<file path="src/rtl/cut_error_monitor_if.sv">
// Host and cell-side signals of the CUT error monitor, grouped as one bundle.
// The monitor takes the slave view; the host/cell model takes the master view.
interface cut_error_monitor_if #(
   parameter int CNT_W = 16
);
   logic             start;
   logic             diff_in;
   logic             data_out;
   logic             clear_diff;
   logic             busy;
   logic             done;
   logic [CNT_W-1:0] err_count;
   logic             err_any;

   modport master (
      output start, diff_in,
      input  data_out, clear_diff, busy, done, err_count, err_any
   );

   modport slave (
      input  start, diff_in,
      output data_out, clear_diff, busy, done, err_count, err_any
   );
endinterface

</file>
<file path="src/rtl/cut_error_monitor.sv">
// Toggle-stimulus sequencer for one timing cell: clear flag, toggle, settle,
// sample the sticky mismatch flag, and keep a saturating count of failures.
module cut_error_monitor #(
   parameter int WINDOW_LEN    = 1024,
   parameter int SETTLE_CYCLES = 8,
   parameter int CNT_W         = 16
) (
   input logic                fast_clk,
   input logic                rst_n,
   cut_error_monitor_if.slave bus
);
   localparam int TCNT_W = (WINDOW_LEN > 1) ? $clog2(WINDOW_LEN) : 1;
   localparam int SCNT_W = (SETTLE_CYCLES > 1) ? $clog2(SETTLE_CYCLES) : 1;
   localparam logic [TCNT_W-1:0] TCNT_LAST = TCNT_W'(WINDOW_LEN - 1);
   localparam logic [SCNT_W-1:0] SCNT_INIT = SCNT_W'(SETTLE_CYCLES - 1);

   typedef enum logic [2:0] {IDLE, CLEAR, TOGGLE, SETTLE, CHECK, DONE} state_t;

   state_t            state, state_nxt;
   logic [TCNT_W-1:0] tcnt;
   logic [SCNT_W-1:0] scnt;
   logic              data_q;
   logic              clear_q;
   logic [CNT_W-1:0]  err_q;
   logic              any_q;

   always_comb begin
      state_nxt = state;
      case (state)
         IDLE:    if (bus.start) state_nxt = CLEAR;
         CLEAR:   state_nxt = TOGGLE;
         TOGGLE:  state_nxt = SETTLE;
         SETTLE:  if (scnt == '0) state_nxt = CHECK;
         CHECK:   state_nxt = (tcnt == TCNT_LAST) ? DONE : CLEAR;
         DONE:    state_nxt = IDLE;
         default: state_nxt = IDLE;
      endcase
   end

   always_ff @(posedge fast_clk) begin
      if (!rst_n) begin
         state   <= IDLE;
         tcnt    <= '0;
         scnt    <= '0;
         data_q  <= 1'b0;
         clear_q <= 1'b0;
         err_q   <= '0;
         any_q   <= 1'b0;
      end else begin
         state   <= state_nxt;
         // Registered so the cell sees a glitch-free one-cycle clear in CLEAR.
         clear_q <= (state_nxt == CLEAR);
         case (state)
            IDLE: begin
               if (bus.start) begin
                  err_q <= '0;
                  any_q <= 1'b0;
                  tcnt  <= '0;
                  scnt  <= '0;
               end
            end
            TOGGLE: begin
               data_q <= ~data_q;
               scnt   <= SCNT_INIT;
            end
            SETTLE: begin
               if (scnt != '0) scnt <= scnt - SCNT_W'(1);
            end
            CHECK: begin
               if (bus.diff_in && (err_q != '1)) begin
                  err_q <= err_q + CNT_W'(1);
                  any_q <= 1'b1;
               end
               if (tcnt != TCNT_LAST) tcnt <= tcnt + TCNT_W'(1);
            end
            default: ;
         endcase
      end
   end

   assign bus.data_out   = data_q;
   assign bus.clear_diff = clear_q;
   assign bus.busy       = (state != IDLE);
   assign bus.done       = (state == DONE);
   assign bus.err_count  = err_q;
   assign bus.err_any    = any_q;
endmodule

</file>
<file path="src/flat_wrapper.sv">
// flat-port wrapper written by rule: the top's interface ports become plain ports
module cut_error_monitor_flat 
#(
   parameter int WINDOW_LEN    = 1024,
   parameter int SETTLE_CYCLES = 8,
   parameter int CNT_W         = 16
)
  (fast_clk, rst_n, bus_start, bus_diff_in, bus_data_out, bus_clear_diff, bus_busy, bus_done, bus_err_count, bus_err_any);
  cut_error_monitor_if #(.CNT_W(CNT_W)) bus_i ();
  input logic fast_clk;
  input logic rst_n;
  input wire logic [$bits(bus_i.start)-1:0] bus_start;
  input wire logic [$bits(bus_i.diff_in)-1:0] bus_diff_in;
  output wire logic [$bits(bus_i.data_out)-1:0] bus_data_out;
  output wire logic [$bits(bus_i.clear_diff)-1:0] bus_clear_diff;
  output wire logic [$bits(bus_i.busy)-1:0] bus_busy;
  output wire logic [$bits(bus_i.done)-1:0] bus_done;
  output wire logic [$bits(bus_i.err_count)-1:0] bus_err_count;
  output wire logic [$bits(bus_i.err_any)-1:0] bus_err_any;
  assign bus_i.start = bus_start;
  assign bus_i.diff_in = bus_diff_in;
  assign bus_data_out = bus_i.data_out;
  assign bus_clear_diff = bus_i.clear_diff;
  assign bus_busy = bus_i.busy;
  assign bus_done = bus_i.done;
  assign bus_err_count = bus_i.err_count;
  assign bus_err_any = bus_i.err_any;
  cut_error_monitor #(.WINDOW_LEN(WINDOW_LEN), .SETTLE_CYCLES(SETTLE_CYCLES), .CNT_W(CNT_W)) u_core (.fast_clk(fast_clk), .rst_n(rst_n), .bus(bus_i));
endmodule
</file>
<file path="config.mk">
export PLATFORM = sky130hd
export DESIGN_NAME = cut_error_monitor_flat
export DESIGN_NICKNAME = d
export VERILOG_FILES = /design/src/rtl/cut_error_monitor_if.sv /design/src/rtl/cut_error_monitor.sv /design/src/flat_wrapper.sv
export SDC_FILE = /design/constraint.sdc
export NUM_CORES = 1
export LEC_CHECK = 0
export ABC_CLOCK_PERIOD_IN_PS = 2350
export CAP_MARGIN = 15
export CORE_ASPECT_RATIO = 1.75
export CORE_MARGIN = 1.5
export CORE_UTILIZATION = 35
export CTS_CLUSTER_SIZE = 20
export DETAILED_ROUTE_END_ITERATION = 10
export HOLD_SLACK_MARGIN = 0.15
export PLACE_DENSITY = 0.52
export SLEW_MARGIN = 20
export SYNTH_ARGS = -nofsm -noshare
export SYNTH_HDL_FRONTEND = slang
export SYNTH_SLANG_ARGS = --single-unit
</file>
<file path="constraint.sdc">
create_clock -name fast_clk -period 2.35 [get_ports fast_clk]
set_input_delay 0.47 -clock fast_clk [delete_from_list [all_inputs] [get_ports fast_clk]]
set_output_delay 0.47 -clock fast_clk [all_outputs]
set_load 0.005 [all_outputs]
</file>
# [Yosys cells after proc, flatten, opt, wreduce, memory -nomap -nowiden]
# Cells that the tools add are included.
[classes] add_sub_neg=3 n_eq_ne=13 mux=16 n_bitwise=1 reduce_logical=10
[op_table] op="$mux W16" n=2
[op_table] op="$pmux W16 S2" n=1
[op_table] op="$mux W10" n=2
[op_table] op="$pmux W10 S2" n=1
[op_table] op="$add A16 B1 Y16 const B" n=1
[op_table] op="$ne A16 B16 Y1 const B" n=1
[op_table] op="$mux W3" n=5
[op_table] op="$pmux W3 S5" n=1
[op_table] op="$add A10 B1 Y10 const B" n=1
[op_table] op="$eq A10 B10 Y1 const B" n=1
[op_table] op="$ne A10 B10 Y1 const B" n=1
[op_table] op="$pmux W3 S3" n=1
[op_table] op="$reduce_and A3 Y1" n=3
[op_table] op="$reduce_bool A3 Y1" n=3
[op_table] op="$eq A3 B1 Y1 const B" n=2
[op_table] op="$eq A3 B2 Y1 const B" n=2
[op_table] op="$eq A3 B3 Y1 const B" n=2
[op_table] op="$logic_not A3 Y1" n=2
[op_table] op="$ne A2 B1 Y1 const B" n=3
[op_table] op="$sub A3 B1 Y3 const B" n=1
[op_table] op="$mux W1" n=2
[op_table] op="$ne A2 B2 Y1 const B" n=1
[op_table] op="$pmux W1 S2" n=1
[op_table] op="$reduce_bool A2 Y1" n=1
[op_table] op="2 further kinds" n=2
[totals] ff_bits=35 inputBits=4 out_inout_bits=21 elab_cells=50

# [Longest topological paths before layout]
[logic_depth] ltp_word=4 depth_mapped=8 depth_no_buf=7

# [Worst setup path after synthesis]
# OpenSTA, ideal clock, no wires.
[synth_timing] kind="reg-to-reg" start="register u_core.err_q[0], in the netlist u_core.bus.err_count[0]" end="register u_core.err_q[15], in the netlist u_core.bus.err_count[15]" setup_time_ns=0.071 t_arrival_ns=1.829 required_time_ns=2.279 setup_slack_ns=0.450 stages_incl_launch_ff=9 n_path_buf=2 period_less_slack_ns=1.900 cell_sequence="dfxtp_1 ha_1 and3_1 buf_6 and3_4 buf_6 a41o_1 or3_1 a21oi_1"
[synth_between] elab_chain_cells=4 word_cells_on_any_way=7 classes_between="add/sub (1); eq/ne (2); mux (2); reduce/logical (2)"
[synth_lines] item="start, declared" line="cut_error_monitor.sv:24" source="logic [CNT_W-1:0] err_q;"
[synth_lines] item="start signal, assigned" line="cut_error_monitor.sv:71" source="err_q <= err_q + CNT_W'(1);"
[synth_lines] item="branches (longest 4 deep; another with $add A16 B1 Y16)"
# Parallel ways; which one is timed is not known. The select of a mux whose other input is x is not followed.
# A chain may end at the register's enable or synchronous reset.

# [Worst setup path after layout]
[layout_timing] start="register u_core.state[2]" end="output bus_done"
[layout_between] elab_chain_cells=1
[layout_lines] item="start, declared" line="cut_error_monitor.sv:19" source="state_t state, state_nxt;"
[layout_lines] item="start signal, assigned" line="cut_error_monitor.sv:50" source="state <= state_nxt;"
[layout_lines] item="$eq A3 B3 Y1" line="cut_error_monitor.sv:84" source="assign bus.done = (state == DONE);"
[layout_lines] item="end, declared" line="flat_wrapper.sv:17" source="output wire logic [$bits(bus_i.done)-1:0] bus_done;"
# Every way passes these cells.

==> results.cfg <==
[clocking]
clock-sinks = 35
cts_inserted_buffers = 5
post_cts_buffers = 0
cts_tree = done
clk_path_buf_depth = 2
htreeDepth = 2
cts_resized = 0
clk_pin_slew_ns = 0.07
cts_root_buf = clkbuf_8
holdBufCountCts = 0
insertion_delay_ns = 0.28

[timing]
drv_slew = 0
slew_headroom_pct = 65.3
finalSetupViolCount = 0
hold_viol = 0
tightest_slew_ns = 0.520
finalCriticalPeriod_ns = 2.03
fin_crit_sh_pct = 86.6
tns_ns = 0
fin_worst_skew_ns = 0.00395
max_freq_mhz = 492
rsz0062_at_grt = false
fin_ws_ns = 0.316

[worst_setup_path]
critPathLaunchType = flip-flop
crit_arrival_ns = 1.56
cp.required_ns = 1.88
critPathKind = flip-flop to output port
cp-end-kind = output port
critPathTopFamily = flip-flops
max_stage_delay_ns = 0.56
cp_max_fo = 13
crit_slowest_cell = dfxtp_1
crit_buf_inv = 1
crit_chain = and3_1 > clkdlybuf4s50_1

[routing]
drt_first_pass_iters = 6
dr_total_vias = 1795
drc = 0
wl_per_cell_um = 15.5
drtIter0Drc = 40
drt-total-wl_mm = 4.67
routed_via_density = 5.94
ant_nets = 0

[pwr]
p_leak_nw = 0.720
power_density_nw_per_um2 = 558
ir_worst_vdd_v = 0.000313

[worst_hold_path]
holdCritPathClass = flip-flop to flip-flop

[synthesis]
ys_warn_count = 0
synth-main-ff-cell = dfxtp_1
synth.most_common_cell = dfxtp_1
synth_top_area_share_pct = 37.4
synthTopCellsByCount = dfxtp_1, a21oi_1, nand2_1
syn_avg_cell_area_sq_um = 8.49
synth_area_sq_um = 1880
netlist_top_cells_area = dfxtp_1, a21oi_1, nand2_1, nor2_1, ha_1
synth_top_area_cell = dfxtp_1
yosys.cell_types.count = 52
syn_inst = 221
seq_area_frac_synth_pct = 37.4
syn_nets = 229
ys_ff_latch = 35
synth_edf_count = 0
async_flop_share_pct = 0

[job]
cap_violations = 0

[grt]
grt_usage_pct = 17.3
grt_max_degree = 16
antenna_found_initial = 0
grt_pass1_vias = 1687
overflow = 0
grt_pass1_wl_mm = 7.91

[finish]
fin_area_sq_um = 2240
antennaDiodeCount = 0
nFillCells = 525
area_growth_pct = 19.3
final_util_pct = 42.9
drive_gt1_share_pct = 10.1
layoutNonFillerInstCount = 302
layout.nets = 254

[die]
io_pins = 25
row_count = 35
start_util_pct = 36.0
core_sq_um = 5210
dieArea_sq_um = 5820
die_y_um = 99.8
die_x_um = 58.3

[place]
placed_area_sq_um = 2160
port_buffers = 24
place_congestion = 0.751
place_inst = 294
hpwl_mm = 3.30
place_ws_ns = 0.0368

[run_status]
status = finished, final reports clean
-- layer usage --
layer	GRT usage, %	wire [um]
met1	21.4	2110
met2	29.5	2340
met3	2.96	160
met4	6.44	66
met5	0	0
-- sequential cells by signal, summed over array words and instances, names as in the netlist --
name / flops
u_core.bus.err_any: 1
u_core.state: 3
u_core.bus.err_count: 16
u_core.bus.clear_diff: 1
u_core.tcnt: 10
u_core.scnt: 3
u_core.bus.data_out: 1
-- placed cells by master, fill, tap and decap left out, types with 2 or more instances in the layout --
| master | count |
|---|---|
| clkdlybuf4s50_1 | 24 |
| nand3_1 | 10 |
| nand3b_1 | 4 |
| o211ai_1 | 2 |
| nor4b_1 | 2 |
| or3_1 | 4 |
| mux2i_1 | 2 |
| a21oi_1 | 20 |
| a311oi_1 | 5 |
| dfxtp_1 | 35 |
| a211oi_1 | 4 |
| ha_1 | 4 |
| nor3_1 | 2 |
| clkbuf_1 | 2 |
| o21ai_0 | 9 |
| nand2_1 | 19 |
| nor4_1 | 4 |
| inv_1 | 6 |
| nand4_1 | 7 |
| a31o_2 | 3 |
| and4_1 | 3 |
| nand2b_1 | 4 |
| a41oi_1 | 4 |
| nor2_1 | 17 |
| a31oi_1 | 5 |
| and3_1 | 4 |
| buf_4 | 8 |
| xnor2_1 | 5 |
| and2_1 | 2 |
| clkbuf_8 | 5 |
-- tightest hold or removal path, delay by kind of cell (launching register included) --
kind / cells / cell delay (ns)
DFF: 1 / 0.31
AOI/OAI and AO/OA: 1 / 0.06
and+or+nand+nor: 1 / 0.05
-- final cells by class --
cell class | instances | area (sq um) | share of cell area [%]
Multi-Input combinational cell | 166 | 1060 | 47.5
Sequential cell | 35 | 701 | 31.3
Timing Repair Buffer | 32 | 300 | 13.4
Clock buffer | 7 | 76.3 | 3.41
Tap cell | 55 | 68.8 | 3.08
Inverter | 6 | 22.5 | 1.01
Clock inverter | 1 | 5.00 | 0.224
-- stage by stage --
step                      hold WS, ns  total power [mW]
after global placement          0.449             0.841
after global routing            0.512              1.32
after CTS                       0.465              1.27
final                           0.464              1.25
after detailed placement        0.455             0.842
after floorplan                 0.453             0.774
-- report_power, final --
part / internal [mW] / switching, mW / leakage [nW]
Sequential: 0.613 / 0.0245 / 0.283
Clock: 0.208 / 0.215 / 0.0422
Combinational: 0.0785 / 0.111 / 0.395
Total: 0.899 / 0.350 / 0.720
-- worst paths after layout --
path,slack [ns],cells after the start,from,end
max reg2reg,0.33,6,u_core.bus.err_count[0],u_core.bus.err_count[9]
min,0.46,2,u_core.bus.err_any,u_core.bus.err_any
min reg2reg,0.46,2,u_core.bus.err_any,u_core.bus.err_any
max,0.32,2,u_core.state[2],bus_done
-- kinds of logic after synthesis --
| family | after synthesis | synth area share [%] |
|---|---|---|
| mux | 2 | 1.07 |
| flops | 35 | 37.4 |
| buf+inv | 20 | 5.94 |
| simple gates | 91 | 26.8 |
| compound gates | 64 | 23.9 |
| xor+xnor | 5 | 2.33 |
| fa+ha+maj | 4 | 2.67 |
No activity file was read; power rests on OpenSTA's default activity.
